--- src/rtl/dsram_responder.sv ---
// Responder for the CPU data-side sram-like port, forwarding each access once to a split addr_ok/data_ok memory port.
// Optional build macro: DSRAM_FAST_DONE_EN (release the stall and bypass read data on the mem_data_ok cycle).
module dsram_responder (
  input  logic        clk,
  input  logic        rst,
  input  logic        data_sram_en,
  input  logic [31:0] data_sram_addr,
  input  logic [3:0]  data_sram_wen,
  input  logic [31:0] data_sram_wdata,
  output logic [31:0] data_sram_rdata,
  output logic        data_stall,
  input  logic        longest_stall,
  output logic        mem_req,
  output logic        mem_wr,
  output logic [3:0]  mem_wstrb,
  output logic [31:0] mem_addr,
  output logic [31:0] mem_wdata,
  input  logic        mem_addr_ok,
  input  logic        mem_data_ok,
  input  logic [31:0] mem_rdata
);

  typedef enum logic [1:0] {
    IDLE = 2'd0,
    ADDR = 2'd1,
    DATA = 2'd2,
    DONE = 2'd3
  } state_t;

  state_t      state_r;
  logic [31:0] rdata_r;
  logic        stall_s;
  logic [31:0] rdata_s;

  // Access sequencer; latched request fields stay frozen until the next access is accepted.
  always_ff @(posedge clk or posedge rst) begin
    if (rst) begin
      state_r   <= IDLE;
      mem_req   <= 1'b0;
      mem_wr    <= 1'b0;
      mem_wstrb <= 4'd0;
      mem_addr  <= 32'd0;
      mem_wdata <= 32'd0;
      rdata_r   <= 32'd0;
    end else begin
      case (state_r)
        IDLE: begin
          if (data_sram_en) begin
            mem_addr  <= data_sram_addr;
            mem_wstrb <= data_sram_wen;
            mem_wdata <= data_sram_wdata;
            mem_wr    <= |data_sram_wen;
            mem_req   <= 1'b1;
            state_r   <= ADDR;
          end else begin
            state_r   <= IDLE;
          end
        end
        ADDR: begin
          if (mem_addr_ok) begin
            mem_req <= 1'b0;
            state_r <= DATA;
          end else begin
            state_r <= ADDR;
          end
        end
        DATA: begin
          // Stores capture too; the core simply ignores the value.
          if (mem_data_ok) begin
            rdata_r <= mem_rdata;
`ifdef DSRAM_FAST_DONE_EN
            state_r <= longest_stall ? DONE : IDLE;
`else
            state_r <= DONE;
`endif
          end else begin
            state_r <= DATA;
          end
        end
        DONE: begin
          // The core keeps presenting the finished request while frozen; it must not be reissued.
          if (!longest_stall) begin
            state_r <= IDLE;
          end else begin
            state_r <= DONE;
          end
        end
        default: begin
          mem_req <= 1'b0;
          state_r <= IDLE;
        end
      endcase
    end
  end

  // Freeze the core from request acceptance until the result is available.
  always_comb begin
    stall_s = 1'b0;
    case (state_r)
      IDLE:    stall_s = data_sram_en;
      ADDR:    stall_s = 1'b1;
`ifdef DSRAM_FAST_DONE_EN
      DATA:    stall_s = !mem_data_ok;
`else
      DATA:    stall_s = 1'b1;
`endif
      DONE:    stall_s = 1'b0;
      default: stall_s = 1'b0;
    endcase
  end

  // Read data returned to the core.
  always_comb begin
    rdata_s = rdata_r;
`ifdef DSRAM_FAST_DONE_EN
    if ((state_r == DATA) && mem_data_ok) begin
      rdata_s = mem_rdata;
    end else begin
      rdata_s = rdata_r;
    end
`endif
  end

  assign data_stall      = stall_s;
  assign data_sram_rdata = rdata_s;

endmodule

--- config.mk ---
export PLATFORM = sky130hd
export DESIGN_NAME = dsram_responder
export DESIGN_NICKNAME = d
export VERILOG_FILES = /design/src/rtl/dsram_responder.sv
export SDC_FILE = /design/constraint.sdc
export NUM_CORES = 1
export LEC_CHECK = 0
export ABC_AREA = 1
export CORE_MARGIN = 2
export CORE_UTILIZATION = 25
export CTS_BUF_LIST = sky130_fd_sc_hd__clkbuf_16
export CTS_CLUSTER_SIZE = 28
export DETAILED_ROUTE_END_ITERATION = 8
export SYNTH_ARGS = -nofsm -noshare
export SYNTH_HDL_FRONTEND = slang
export SYNTH_SLANG_ARGS = --single-unit
--- constraint.sdc ---
create_clock -name clk -period 5.5 [get_ports clk]
set_input_delay 1.1 -clock clk [delete_from_list [all_inputs] [get_ports clk]]
set_output_delay 1.1 -clock clk [all_outputs]
set_load 0.01 [all_outputs]
=== Word-level counts from Yosys, hierarchy flattened ===
Index checks and enable logic that the tools add are counted.
Widths: inputs -> output; s select.

* Flip-flop bits (word level): 104
* Bits of input ports: 106
* Output and inout bits: 103
* Logic and storage cells: 28

* Eq/ne operators: 5
* Mux-type cells: 9
* Reductions and logical operators: 7

{| class="wikitable"
|+ Operators with widths
! cell !! number
|-
| $pmux 2 s4 || 1
|-
| $eq 2x2->1 const B || 2
|-
| $mux 1 || 4
|-
| $mux 2 || 2
|-
| $ne 2x2->1 const B || 2
|-
| $reduce_and 2->1 || 2
|-
| $reduce_or 4->1 || 1
|-
| $pmux 1 s3 || 1
|-
| $reduce_and 3->1 || 1
|-
| $eq 2x1->1 const B || 1
|-
| $logic_not 2->1 || 1
|-
| $pmux 1 s2 || 1
|-
| $reduce_bool 2->1 || 1
|-
| $reduce_or 2->1 || 1
|}

=== Depth between registers and ports, before layout ===
* Word-level depth: 3
* Gate-level depth with buffers: 8
* Depth with buffers taken out: 7

=== Least setup slack after synthesis ===
Ideal clock, no wire load.

* Path type: input -> output
* Start point: input data_sram_en
* End point: output data_stall
* Arrival time: 1.335 ns
* Required time: 4.400 ns
* Slack: 3.065 ns
* Cell stages on the path: 2
* Buffers on the path: 0
* Cells stage by stage: inv_1 a21oi_1

* Word-level cells in the longest chain between the ends: 1

{| class="wikitable"
|+ RTL lines
! element !! RTL line !! text
|-
| start, declared || 6 || <nowiki>input logic data_sram_en,</nowiki>
|-
| $pmux 1 s3 || 99 || <nowiki>case (state_r)</nowiki>
|-
| end, declared || 11 || <nowiki>output logic data_stall,</nowiki>
|}

Every way passes these cells.

=== Worst setup path after layout ===
Same ends and word-level chain as after synthesis.

==> impl_table.tex <==
\begin{tabular}{lr}
\hline
Metric & Value \\
\hline
\multicolumn{2}{l}{\textbf{Status}} \\
Result of the run & complete, no violations \\
\multicolumn{2}{l}{\textbf{Global route}} \\
Number of antenna violations at the first check in global routing & 0 \\
Number of global-route vias before repair & 3852 \\
Largest net degree at the start of global routing & 72 \\
Wire length of the first global-routing pass & 19.45 mm \\
Global-route usage over all layers & 0.1373 \\
GR Overflow Total & 0 \\
\multicolumn{2}{l}{\textbf{Yosys}} \\
Yosys warns & 0 \\
Synth top area cells & dfrtp\_1 63\%, nand2\_1 26\%, nand3\_1 4.3\%, ha\_1 1.8\%, buf\_2 1.5\% \\
Area share of the largest cell type after synthesis & 0.6326 \\
Syn Area/Cell & 8.734 um2 \\
Portion of the post-synthesis area used by sequential elements & 0.6326 \\
Cell count after synthesis & 471 \\
Netlist area before placement & 0.004114 mm2 \\
Distinct cell type count of the synthesized netlist & 13 \\
Number of nets produced by synthesis & 583 \\
Synth Register Bits & 104 \\
Largest area contributor in the synthesized netlist & dfrtp\_1 \\
\multicolumn{2}{l}{\textbf{Drt}} \\
DRC errors left & 0 \\
Wire per inst & 13.36 um \\
Iteration-0 DRC Markers & 100 \\
Met2 Wirelength & 5.666 mm \\
Vias & 3733 \\
First-pass detailed-route iteration total & 4 \\
Metal3 WL & 1.145 mm \\
Overall routed net length & 11.87 mm \\
Remaining number of nets flagged by the antenna check after routing & 0 \\
Routed met1 length & 4.891 mm \\
Per-cell via count in the routed design & 4.199 \\
Highest metal layer with signal wires & met4 \\
\multicolumn{2}{l}{\textbf{Worst setup path}} \\
Capture point of the worst reg-to-reg path & state\_r[0] \\
Startpoint class of the critical path & input port \\
Family with the most delay on the worst path & buffers and inverters \\
CP Cell Sequence & clkdlybuf4s50\_1 -> inv\_1 -> a21oi\_1 -> clkdlybuf4s50\_1 \\
Worst reg2reg startpoint & state\_r[0] \\
CP bufs+invs & 3 \\
Cell depth of the worst flop-to-flop path & 6 \\
Critical Path RT & 4.40 ns \\
Worst path depth & 4 \\
Most frequent CP cell & clkdlybuf4s50\_1 \\
CP max FO & 2 \\
Critical Path Sink Type & primary output \\
Worst setup path category & in -> out \\
Flop-to-flop setup slack & 2.47 ns \\
Largest stage delay, worst path & 0.55 ns \\
CP max-delay cell & clkdlybuf4s50\_1 \\
Arrival @ worst endpoint & 2.32 ns \\
\multicolumn{2}{l}{\textbf{Flow run}} \\
Max-cap viol count & 0 \\
\multicolumn{2}{l}{\textbf{Clocking}} \\
Count of hold buffers inserted by post-cts repair & 0 \\
Clock edge transition at the registers on the reported setup and hold paths & 0.07 ns \\
Post-CTS repair timing setup buffer count & 0 \\
\# clock sinks & 104 \\
Clk root buf & clkbuf\_16 \\
Count of H-tree levels built during CTS & 3 \\
Number of resized instances in the post-cts repair step & 0 \\
Number of buffers between clock root and the deepest sink & 2 \\
TritonCTS clock tree & done \\
Cts bufs inserted & 9 \\
Clock Latency Late Sink & 0.34 ns \\
\multicolumn{2}{l}{\textbf{Power}} \\
Net Switching & 1.290 mW \\
Cell internal pwr & 2.391 mW \\
Share of total power consumed by net switching & 0.3505 \\
VDD IR-drop max & 0.0002071 V \\
Fraction of power consumed by the clock network & 0.174 \\
Sequential share of power & 0.366 \\
Leakage component of the power & 3.249 nW \\
Power share of the combinational group & 0.460 \\
Total design power & 3.681 mW \\
Power Dens Cells & 552.4 mW/mm2 \\
\multicolumn{2}{l}{\textbf{Finish}} \\
Total number of nets in the final design & 780 \\
Fin util & 0.4165 \\
P\&R area growth vs syn & 61.98\% \\
ANT cells & 0 \\
Fraction of final layout cells with drive strength greater than 1 & 0.03269 \\
\multicolumn{2}{l}{\textbf{Min path}} \\
Type of the tightest min-delay check & reg -> reg \\
Number of instances on the worst hold path & 2 \\
Terminating pin of the worst hold path & data\_sram\_rdata[0] \\
Startpoint of the worst hold path & data\_sram\_rdata[0] \\
\multicolumn{2}{l}{\textbf{Floorplan}} \\
Die X-Extent & 132.3 um \\
Placeable core region & 0.01600 mm2 \\
Starting utilization of the core area & 0.2571 \\
Die height & 132.3 um \\
DIE AREA & 0.01750 mm2 \\
Count of pins on the block boundary & 209 \\
Total number of placement rows & 46 \\
\multicolumn{2}{l}{\textbf{Placed design}} \\
Final HPWL DP & 8.364 mm \\
PortBufs & 208 \\
Gpl congestion & 0.8035 \\
\multicolumn{2}{l}{\textbf{Timing}} \\
Post-route fraction of the period consumed by the critical path & 0.6213 \\
Max-slew violation total from the final report & 0 \\
Minimum clock period after layout & 3.417 ns \\
Highest Clock Rate & 292.6 MHz \\
Skew final & 0.006625 ns \\
Final number of hold-violating endpoints & 0 \\
Relative slew slack & 0.2139 \\
Transition time of the tightest slew-check pin & 1.179 ns \\
RSZ-0062 raised after global routing & no \\
Aggregate negative setup slack & 0 ns \\
Final setup viols & 0 \\
\hline
\end{tabular}
==> cells in the mapped netlist (all sizes together) <==
library cell and number:
inv 10, a21oi 1, ha 6, nor2 3, dfrtp 104, nand3 35, nand2 286, buf 14
clkbuf 11, nand3b 1
==> layout by cell type, fill, tap and decap left out <==
| cell type | synthesis | routed |
|---|---|---|
| ha_1 | 6 | 6 |
| nand3_1 | 35 | 35 |
| inv_1 | 9 | 8 |
| clkinvlp_4 | 0 | 3 |
| bufinv_16 | 0 | 1 |
| inv_4 | 0 | 1 |
| nand2_1 | 285 | 285 |
| clkdlybuf4s50_1 | 0 | 208 |
| nand2_2 | 1 | 1 |
| inv_6 | 0 | 1 |
| dfrtp_1 | 104 | 104 |
| clkinv_2 | 0 | 2 |
| buf_4 | 0 | 3 |
| nand3b_1 | 1 | 1 |
| clkbuf_16 | 0 | 9 |
| inv_2 | 1 | 1 |
| a21oi_1 | 1 | 1 |
| nor2_1 | 3 | 3 |
==> per-layer routing <==
layer / vias to the layer above / global-route usage
met2: 163 / 0.2335
met5: - / 0
met3: 12 / 0.04460
met4: 0 / 0.04839
met1: 1734 / 0.1633
li1: 1824 / -
==> through the flow <==
step / hold slack, ns / instance area, um2 / std cells / setup slack, ns
after CTS: 0.4745 / 6664 / 889 / 2.071
after global routing: 0.4845 / 6664 / 889 / 1.990
after floorplan: 0.5048 / 4114 / 471 / 1.668
after global placement: 0.4524 / 6367 / 873 / 2.067
after detailed placement: 0.4577 / 6367 / 873 / 2.083
final: 0.4734 / 6664 / 889 / 2.083
==> cell families (layout without fill, tap and decap cells) <==
logic type      after synthesis  count (layout)  synth area share
simple gates                325             325            0.3087
fa+ha+maj                     6               6           0.01825
flops                       104             104            0.6326
compound gates                1               1          0.001215
buf+inv                      35             237           0.03923
==> layout make-up <==
cell class                 instances  area [um2]
clock inverter                     7       71.32
sequential                       104        2603
multi-input combinational        332        1350
clock buffer                       9       225.2
tap                              216       270.3
timing repair buffer             211        2105
inverter                          10       40.04
fill                            1622        9336
==> state kept, by name, summed over array words and instances (netlist names) <==
register and flops:
mem_wr 1, mem_addr 32, data_sram_rdata 32, mem_wstrb 4, mem_req 1, mem_wdata 32
state_r 2
==> worst max-delay path by stage <==
stage            startpoint            endpoint  slack, ns
2_1_floorplan           rst  data_sram_rdata[0]       1.67
3_3_place_gp   data_sram_en          data_stall       2.07
3_5_place_dp   data_sram_en          data_stall       2.08
4_1_cts        data_sram_en          data_stall       2.07
5_1_grt        data_sram_en          data_stall       1.99
6_report       data_sram_en          data_stall       2.08
==> worst reg2reg max path: cells and delay by family (launching register included) <==
kind,cells,cell delay [ns]
AND/OR/NAND/NOR,4,1.47
adder cells (fa/ha/maj),1,0.94
flip-flops,1,0.42
buffers and inverters,1,0.12
==> power groups by stage <==
stage	Combinational (mW)	Clock, mW	Sequential, mW
global route	1.86	0.699	1.40
CTS	1.73	0.668	1.35
finish	1.69	0.639	1.35
detailed placement	1.72	0	1.35
global placement	1.70	0	1.34
floorplan	0.553	0	1.52
Note: power is estimated with default switching activity, not from simulation.
